**config.mk**
```make
export PLATFORM = sky130hd
export DESIGN_NAME = imem_dump_uart_tx
export DESIGN_NICKNAME = d
export VERILOG_FILES = /design/src/rtl/legv8_uart_pkg.sv /design/src/rtl/uart_tx_byte.sv /design/src/rtl/imem_dump_uart_tx.sv
export SDC_FILE = /design/constraint.sdc
export NUM_CORES = 1
export LEC_CHECK = 0
export BUFFER_PORTS_ARGS = -buffer_cell sky130_fd_sc_hd__buf_2
export CAP_MARGIN = 40
export CORE_UTILIZATION = 57
export CTS_BUF_LIST = sky130_fd_sc_hd__clkbuf_16
export CTS_CLUSTER_SIZE = 12
export DETAILED_ROUTE_END_ITERATION = 10
export GPL_TIMING_DRIVEN = 0
export PLACE_DENSITY = 0.83
export SLEW_MARGIN = 10
export SYNTH_ARGS = -nofsm -noshare
export SYNTH_HDL_FRONTEND = slang
export SYNTH_SLANG_ARGS = --single-unit
```
**constraint.sdc**
```tcl
create_clock -name clk -period 1.9 [get_ports clk]
set_input_delay 0.095 -clock clk [delete_from_list [all_inputs] [get_ports clk]]
set_output_delay 0.095 -clock clk [all_outputs]
set_load 0.1 [all_outputs]
```
**src/rtl/legv8_uart_pkg.sv**
```systemverilog
// Shared types and constants for the UART blocks beside the LEGv8 core.
// Provides the dump FSM state type, the serialiser state type, the byte
// type and the default baud divisor (50 MHz / 115200).
package legv8_uart_pkg;

  localparam int unsigned CLKS_PER_BIT_DEFAULT = 434;

  typedef logic [7:0] uart_byte_t;

  typedef enum logic [2:0] {
    IDLE,
    RD_REQ,
    RD_WAIT,
    SEND,
    NEXT,
    FINISH
  } dump_state_t;

  typedef enum logic {
    TX_IDLE,
    TX_BUSY
  } tx_state_t;

endpackage

```
**src/rtl/uart_tx_byte.sv**
```systemverilog
// 8N1 byte serialiser.
// Ports:
//   clk       in   system clock, rising edge
//   rst       in   asynchronous reset, active-low
//   data_in   in   byte to send, taken when valid_in && ready_out
//   valid_in  in   byte offered
//   ready_out out  high when idle and in the last cycle of a stop bit, so a
//                  new frame can follow with no gap
//   tx_out    out  serial line, idle high
module uart_tx_byte
  import legv8_uart_pkg::*;
#(
  parameter int unsigned CLKS_PER_BIT = CLKS_PER_BIT_DEFAULT
) (
  input  logic       clk,
  input  logic       rst,
  input  uart_byte_t data_in,
  input  logic       valid_in,
  output logic       ready_out,
  output logic       tx_out
);

  localparam int unsigned BAUD_W = (CLKS_PER_BIT > 1) ? $clog2(CLKS_PER_BIT) : 1;
  localparam logic [BAUD_W-1:0] BAUD_LAST = BAUD_W'(CLKS_PER_BIT - 1);
  localparam logic [3:0] STOP_IDX = 4'd9;

  tx_state_t         state_q, state_d;
  logic [BAUD_W-1:0] baud_q, baud_d;
  logic [3:0]        bit_q, bit_d;
  logic [8:0]        frame_q, frame_d;
  logic              tx_q, tx_d;
  logic              bit_end;

  always_comb begin
    state_d   = state_q;
    baud_d    = baud_q;
    bit_d     = bit_q;
    frame_d   = frame_q;
    tx_d      = tx_q;
    bit_end   = (baud_q == BAUD_LAST);
    ready_out = (state_q == TX_IDLE) || (bit_end && (bit_q == STOP_IDX));

    if (valid_in && ready_out) begin
      // Start bit goes out now; data bits then the stop bit shift out of frame.
      state_d = TX_BUSY;
      baud_d  = '0;
      bit_d   = '0;
      frame_d = {1'b1, data_in};
      tx_d    = 1'b0;
    end else if (state_q == TX_BUSY) begin
      if (bit_end) begin
        baud_d = '0;
        if (bit_q == STOP_IDX) begin
          state_d = TX_IDLE;
          tx_d    = 1'b1;
        end else begin
          bit_d   = bit_q + 4'd1;
          tx_d    = frame_q[0];
          frame_d = {1'b1, frame_q[8:1]};
        end
      end else begin
        baud_d = baud_q + BAUD_W'(1);
      end
    end
  end

  always_ff @(posedge clk or negedge rst) begin
    if (!rst) begin
      state_q <= TX_IDLE;
      baud_q  <= '0;
      bit_q   <= '0;
      frame_q <= '1;
      tx_q    <= 1'b1;
    end else begin
      state_q <= state_d;
      baud_q  <= baud_d;
      bit_q   <= bit_d;
      frame_q <= frame_d;
      tx_q    <= tx_d;
    end
  end

  assign tx_out = tx_q;

endmodule

```
**src/rtl/imem_dump_uart_tx.sv**
```systemverilog
// Instruction-memory dump over UART: reads word_count words starting at
// base_addr (address wraps modulo the imem depth) and sends each as four
// 8N1 bytes, least-significant byte first.
// Ports:
//   clk, rst        clock (rising edge); asynchronous active-low reset
//   start_in        1-cycle pulse starting a dump; ignored while busy or done
//   base_addr_in    first word address, sampled on an accepted start
//   word_count_in   words to send (0..2**ADDR_WIDTH), sampled on accepted start
//   mem_rd_en_out   imem read strobe, one cycle per word
//   mem_addr_out    imem read address, valid with mem_rd_en_out
//   mem_data_in     imem read data, valid the cycle after mem_rd_en_out
//   tx_out          UART line, idle high
//   busy_out        high from the cycle after start until done_out
//   done_out        1-cycle completion pulse
module imem_dump_uart_tx
  import legv8_uart_pkg::*;
#(
  parameter int unsigned ADDR_WIDTH   = 6,
  parameter int unsigned DATA_WIDTH   = 32,
  parameter int unsigned CLKS_PER_BIT = CLKS_PER_BIT_DEFAULT
) (
  input  logic                  clk,
  input  logic                  rst,
  input  logic                  start_in,
  input  logic [ADDR_WIDTH-1:0] base_addr_in,
  input  logic [ADDR_WIDTH:0]   word_count_in,
  output logic                  mem_rd_en_out,
  output logic [ADDR_WIDTH-1:0] mem_addr_out,
  input  logic [DATA_WIDTH-1:0] mem_data_in,
  output logic                  tx_out,
  output logic                  busy_out,
  output logic                  done_out
);

  localparam logic [2:0] BYTES_PER_WORD = 3'd4;

  dump_state_t           state_q, state_d;
  logic [ADDR_WIDTH-1:0] base_q, base_d;
  logic [ADDR_WIDTH:0]   count_q, count_d;
  logic [ADDR_WIDTH:0]   word_idx_q, word_idx_d;
  logic [2:0]            byte_cnt_q, byte_cnt_d;
  logic [DATA_WIDTH-1:0] word_q, word_d;

  logic                  tx_valid;
  uart_byte_t            tx_data;
  logic                  tx_ready;

  always_comb begin
    state_d       = state_q;
    base_d        = base_q;
    count_d       = count_q;
    word_idx_d    = word_idx_q;
    byte_cnt_d    = byte_cnt_q;
    word_d        = word_q;
    tx_valid      = 1'b0;
    tx_data       = word_q[7:0];
    mem_rd_en_out = 1'b0;
    mem_addr_out  = '0;

    unique case (state_q)
      IDLE: begin
        if (start_in) begin
          base_d     = base_addr_in;
          count_d    = word_count_in;
          word_idx_d = '0;
          state_d    = (word_count_in == '0) ? FINISH : RD_REQ;
        end
      end
      RD_REQ: begin
        mem_rd_en_out = 1'b1;
        mem_addr_out  = base_q + word_idx_q[ADDR_WIDTH-1:0];
        state_d       = RD_WAIT;
      end
      RD_WAIT: begin
        // Byte 0 is handed to the serialiser straight from the read data
        // while the word is captured, so the start bit appears on the first
        // SEND cycle. The serialiser is always idle here: the previous
        // word's last stop bit ended before NEXT.
        tx_valid   = 1'b1;
        tx_data    = mem_data_in[7:0];
        word_d     = mem_data_in >> 8;
        byte_cnt_d = 3'd1;
        state_d    = SEND;
      end
      SEND: begin
        if (byte_cnt_q != BYTES_PER_WORD) begin
          tx_valid = 1'b1;
          if (tx_ready) begin
            word_d     = word_q >> 8;
            byte_cnt_d = byte_cnt_q + 3'd1;
          end
        end else if (tx_ready) begin
          // Last byte is in its final stop-bit cycle.
          state_d = NEXT;
        end
      end
      NEXT: begin
        word_idx_d = word_idx_q + (ADDR_WIDTH + 1)'(1);
        state_d    = (word_idx_d == count_q) ? FINISH : RD_REQ;
      end
      FINISH: begin
        state_d = IDLE;
      end
      default: begin
        state_d = IDLE;
      end
    endcase
  end

  always_ff @(posedge clk or negedge rst) begin
    if (!rst) begin
      state_q    <= IDLE;
      base_q     <= '0;
      count_q    <= '0;
      word_idx_q <= '0;
      byte_cnt_q <= '0;
      word_q     <= '0;
    end else begin
      state_q    <= state_d;
      base_q     <= base_d;
      count_q    <= count_d;
      word_idx_q <= word_idx_d;
      byte_cnt_q <= byte_cnt_d;
      word_q     <= word_d;
    end
  end

  assign busy_out = (state_q != IDLE) && (state_q != FINISH);
  assign done_out = (state_q == FINISH);

  uart_tx_byte #(
    .CLKS_PER_BIT(CLKS_PER_BIT)
  ) u_tx (
    .clk      (clk),
    .rst      (rst),
    .data_in  (tx_data),
    .valid_in (tx_valid),
    .ready_out(tx_ready),
    .tx_out   (tx_out)
  );

endmodule

```
==> tab_implementation.tex <==
\begin{tabular}{lr}
\hline
Metric & Value \\
\hline
\multicolumn{2}{l}{\textbf{Floorplan}} \\
Die outline height & 85.0 um \\
Die X-Extent & 85.0 um \\
Die Outline Area & 0.00723 sq mm \\
Initial Utilization & 60.5\% \\
Standard-cell rows & 29 \\
Ports placed on the boundary & 58 \\
Core area & 0.00649 sq mm \\
\multicolumn{2}{l}{\textbf{Worst setup path}} \\
Worst setup path startpoint & word\_idx\_q[0]\$\_DFFE\_PN0P\_ \\
CP Class & register to output pin \\
Data arrival, critical path & 2.09 ns \\
Capturing element type of the critical path & output pin \\
Highest net fanout along the worst path & 2 \\
Critical Path RT & 1.80 ns \\
Crit Reg-Reg Startpoint & u\_tx.baud\_q[0]\$\_DFFE\_PN0N\_ \\
Startpoint type of the worst setup path & register \\
\multicolumn{2}{l}{\textbf{Cells and area}} \\
Post-layout net count & 531 \\
Layout Area Growth over Synthesis & 33.9\% \\
Antenna cells & 0 \\
Proportion of layout cells with a drive suffix above 1 & 39.8\% \\
\multicolumn{2}{l}{\textbf{Routing}} \\
Vias per inst & 6.18 \\
Final Routed Wirelength & 10900 um \\
Residual DRC & 0 \\
First-pass DRT Iterations & 4 \\
Number of vias in the routed layout & 3410 \\
DRC marker count from the first detailed-route iteration & 245 \\
Antenna violation net count after detailed routing & 0 \\
Average wire per standard cell & 19.7 um \\
\multicolumn{2}{l}{\textbf{CTS}} \\
Insertion delay to the later sink of the worst-skew pair & 0.34 ns \\
Register clock-pin slew on the reported worst setup and hold paths & 0.06 ns \\
H-Tree Level Count & 3 \\
Root buf cell & sky130\_fd\_sc\_hd\_\_clkbuf\_16 \\
Deepest clock path buffer count & 2 \\
CTS tree & done \\
Number of sinks handled by clock tree synthesis & 73 \\
Clock buffers created by TritonCTS & 9 \\
\multicolumn{2}{l}{\textbf{Synthesis}} \\
Cell type with the highest aggregate area in the netlist & sky130\_fd\_sc\_hd\_\_dfrtp\_1 \\
Count of flip-flops with a built-in enable after synthesis & 0 \\
Leading post-synthesis cells by cell area & sky130\_fd\_sc\_hd\_\_dfrtp\_1, sky130\_fd\_sc\_hd\_\_mux2\_2, sky130\_fd\_sc\_hd\_\_dfstp\_2, sky130\_fd\_sc\_hd\_\_ha\_1, sky130\_fd\_sc\_hd\_\_nand2\_1 \\
Share of Yosys cell area claimed by the top area cell type & 40.7\% \\
Adder and majority cell fraction of the synthesized area & 4.33\% \\
Proportion of synthesized chip area in sequential cells & 46.8\% \\
Gate count after technology mapping & 372 \\
Yosys warns & 0 \\
Average instance area after synthesis & 10.6 sq um \\
Most used DFF post-synth & sky130\_fd\_sc\_hd\_\_dfrtp\_1 \\
Share of the synthesized netlist area taken by xor and xnor gates & 4.90\% \\
Share of cell area taken by muxes after synthesis & 9.39\% \\
Synthesized cell area & 0.00393 sq mm \\
Number of flip-flops and latches in the synthesized netlist & 73 \\
Syn nets & 433 \\
Synthesized-area fraction occupied by and/or/nand/nor cells & 15.8\% \\
Area fraction in compound gates after synthesis & 15.6\% \\
Dominant combinational cell family by area after synthesis & simple AND/OR/NAND/NOR gates \\
Number of different library cells in the post-synthesis netlist & 54 \\
Fraction of synthesis flops using an asynchronous set or reset pin & 100\% \\
\multicolumn{2}{l}{\textbf{Global route}} \\
Global Route Usage Sum & 30.0\% \\
Remaining global-route overflow & 0 \\
Number of antenna violations at the first check in global routing & 0 \\
Global-route wire length before repair & 16800 um \\
Largest net degree at the start of global routing & 50 \\
Vias in the first global route & 3453 \\
\multicolumn{2}{l}{\textbf{Worst hold path}} \\
Path type of the worst min-delay path & primary input to register \\
Worst Min Path Start & word\_count\_in[0] \\
\multicolumn{2}{l}{\textbf{STA}} \\
Slack of the critical path & -0.283 ns \\
Worst slew pin tran & 0.482 ns \\
Skew final & 0.00721 ns \\
Number of max-slew violations in the final report & 0 \\
Setup repair after global routing missed its margin & true \\
Crit path time final & 2.18 ns \\
Count of final hold-check violations & 0 \\
Max Fclk & 458 MHz \\
Max-slew headroom at the worst pin & 68.1\% \\
Final number of setup-violating endpoints & 4 \\
Part of the cycle the worst path needs & 115\% \\
\multicolumn{2}{l}{\textbf{Power and ir drop}} \\
Peak ir drop on the vdd network & 1.08 mV \\
Overall power after layout & 8.81 mW \\
Pleak & 2.34 nW \\
Power per cell area & 1670 mW/mm\^{}2 \\
\multicolumn{2}{l}{\textbf{Run status}} \\
Run status & finished with violations \\
Failing checks & negative setup slack \\
\multicolumn{2}{l}{\textbf{Placement}} \\
Routability Congestion & 0.802 \\
Number of buffers added on ports & 57 \\
Half-perimeter wire length after placement & 6210 um \\
Pre-CTS setup slack & -0.264 ns \\
\multicolumn{2}{l}{\textbf{Job}} \\
Max-cap violations & 0 \\
\hline
\end{tabular}
-- power breakdown --
group          internal (mW)  switching, mW  total, mW  leakage, nW
clock                   1.42          0.674       2.09        0.181
combinational           1.85           2.11       3.96         1.30
sequential              2.19          0.570       2.76        0.859
total                   5.46           3.35       8.81         2.34
-- registers in the layout, summed over array words and instances (netlist names) --
signal	cells
base_q	6
byte_cnt_q	3
count_q	7
state_q	3
u_tx.baud_q	9
u_tx.bit_q	4
u_tx.frame_q	8
u_tx.state_q	1
u_tx.tx_out	1
word_idx_q	7
word_q	24
-- Yosys cell counts (all sizes together), types with 3 or more instances --
master / count
xor2: 8
a22o: 9
ha: 12
nor2: 29
inv: 9
xnor2: 14
and2: 3
dfstp: 9
o221a: 7
buf: 14
or3: 8
dfrtp: 64
and3: 4
nor4: 4
nand2b: 3
nand2: 33
a21oi: 19
mux2i: 11
o21ai: 31
mux2: 23
nor3: 8
nand3: 9
o22ai: 10
-- worst max-delay path, stage by stage, from the launching register on --
cell and delay, ns:
sky130_fd_sc_hd__dfrtp_2 0.43, sky130_fd_sc_hd__ha_4 0.18, sky130_fd_sc_hd__fa_2 0.34, sky130_fd_sc_hd__a21o_1 0.18, sky130_fd_sc_hd__a21oi_2 0.18, sky130_fd_sc_hd__xor2_2 0.21, sky130_fd_sc_hd__nor2_4 0.06, sky130_fd_sc_hd__buf_12 0.16
-- repair_timing --
action / in CTS / in global routing
resized for setup: 47 / 22
hold buffers: 10 / 1
setup buffers: 7 / 11
hold endpoints to repair: 33 / 1
pin swaps: 10 / 10
setup endpoints to repair: 40 / 49
-- path summary, 6_finish.rpt --
| path | cells after the start | end | slack, ns |
|---|---|---|---|
| setup / recovery | 7 | mem_addr_out[4] | -0.28 |
| min in group asynchronous | 2 | u_tx.baud_q[8]$_DFFE_PN0N_ | 0.21 |
| setup reg to reg | 7 | word_q[20]$_DFFE_PN0P_ | 0.01 |
| max in group asynchronous | 3 | base_q[4]$_DFFE_PN0P_ | 1.15 |
| hold reg to reg | 1 | word_q[19]$_DFFE_PN0P_ | 0.50 |
| hold / removal | 2 | count_q[0]$_DFFE_PN0P_ | 0.006 |
-- layout by cell type, fill, tap and decap left out, types with 8 or more instances in the layout --
| cell type | synthesis | final |
|---|---|---|
| sky130_fd_sc_hd__ha_1 | 12 | 8 |
| sky130_fd_sc_hd__dfstp_2 | 9 | 9 |
| sky130_fd_sc_hd__buf_6 | 2 | 8 |
| sky130_fd_sc_hd__dlygate4sd3_1 | 0 | 11 |
| sky130_fd_sc_hd__nand2_1 | 33 | 32 |
| sky130_fd_sc_hd__a21oi_1 | 18 | 15 |
| sky130_fd_sc_hd__dfrtp_1 | 64 | 57 |
| sky130_fd_sc_hd__o21ai_0 | 22 | 21 |
| sky130_fd_sc_hd__o22ai_1 | 10 | 10 |
| sky130_fd_sc_hd__o21ai_1 | 9 | 9 |
| sky130_fd_sc_hd__inv_1 | 9 | 9 |
| sky130_fd_sc_hd__or3_1 | 8 | 8 |
| sky130_fd_sc_hd__buf_2 | 10 | 52 |
| sky130_fd_sc_hd__clkbuf_16 | 0 | 9 |
| sky130_fd_sc_hd__nor2_1 | 27 | 23 |
| sky130_fd_sc_hd__mux2_2 | 23 | 23 |
| sky130_fd_sc_hd__xnor2_1 | 14 | 12 |
| sky130_fd_sc_hd__buf_4 | 2 | 22 |
| sky130_fd_sc_hd__a22o_1 | 9 | 9 |
| sky130_fd_sc_hd__mux2i_1 | 11 | 11 |
-- cell type report --
type                            instances  area, sq um
Clock inverter                          7          141
Clock buffer                            9          225
Sequential cell                        73         1850
Timing Repair Buffer                   87          653
Fill cell                             359         1230
Inverter                                9         37.5
Tap cell                               77         96.3
Buffer                                 16          124
Multi-Input combinational cell        274         2140
-- logic make-up after synthesis --
| logic type | Yosys count |
|---|---|
| XOR/XNOR | 22 |
| adder cells (fa/ha/maj) | 13 |
| flip-flops | 73 |
| AO/OA/AOI/OAI | 90 |
| multiplexers | 34 |
| AND/OR/NAND/NOR | 115 |
| buffers and inverters | 25 |
-- per-stage QoR --
stage / utilization, % / setup TNS [ns] / hold WS (ns) / cell area [sq um] / cells
final: 81.0 / -0.698 / 0.00619 / 5260 / 552
after global routing: 81.0 / -1.30 / 0.0111 / 5260 / 552
after CTS: 78.2 / -0.455 / 0.000202 / 5080 / 540
after detailed placement: 67.5 / -2.07 / 0.0244 / 4390 / 507
after global placement: 67.1 / -1.08 / 0.319 / 4360 / 506
after floorplan: - / -0.152 / -0.201 / 3980 / 372
-- routing by layer --
metal	vias to the layer above	global-route usage, %	share of wire (%)
met1	1685	37.8	40
li1	1542	-	-
met3	30	5.45	4.9
met4	0	12.3	2.7
met2	153	51.2	52
met5	-	0	0
No activity file was read; power rests on OpenSTA's default activity.
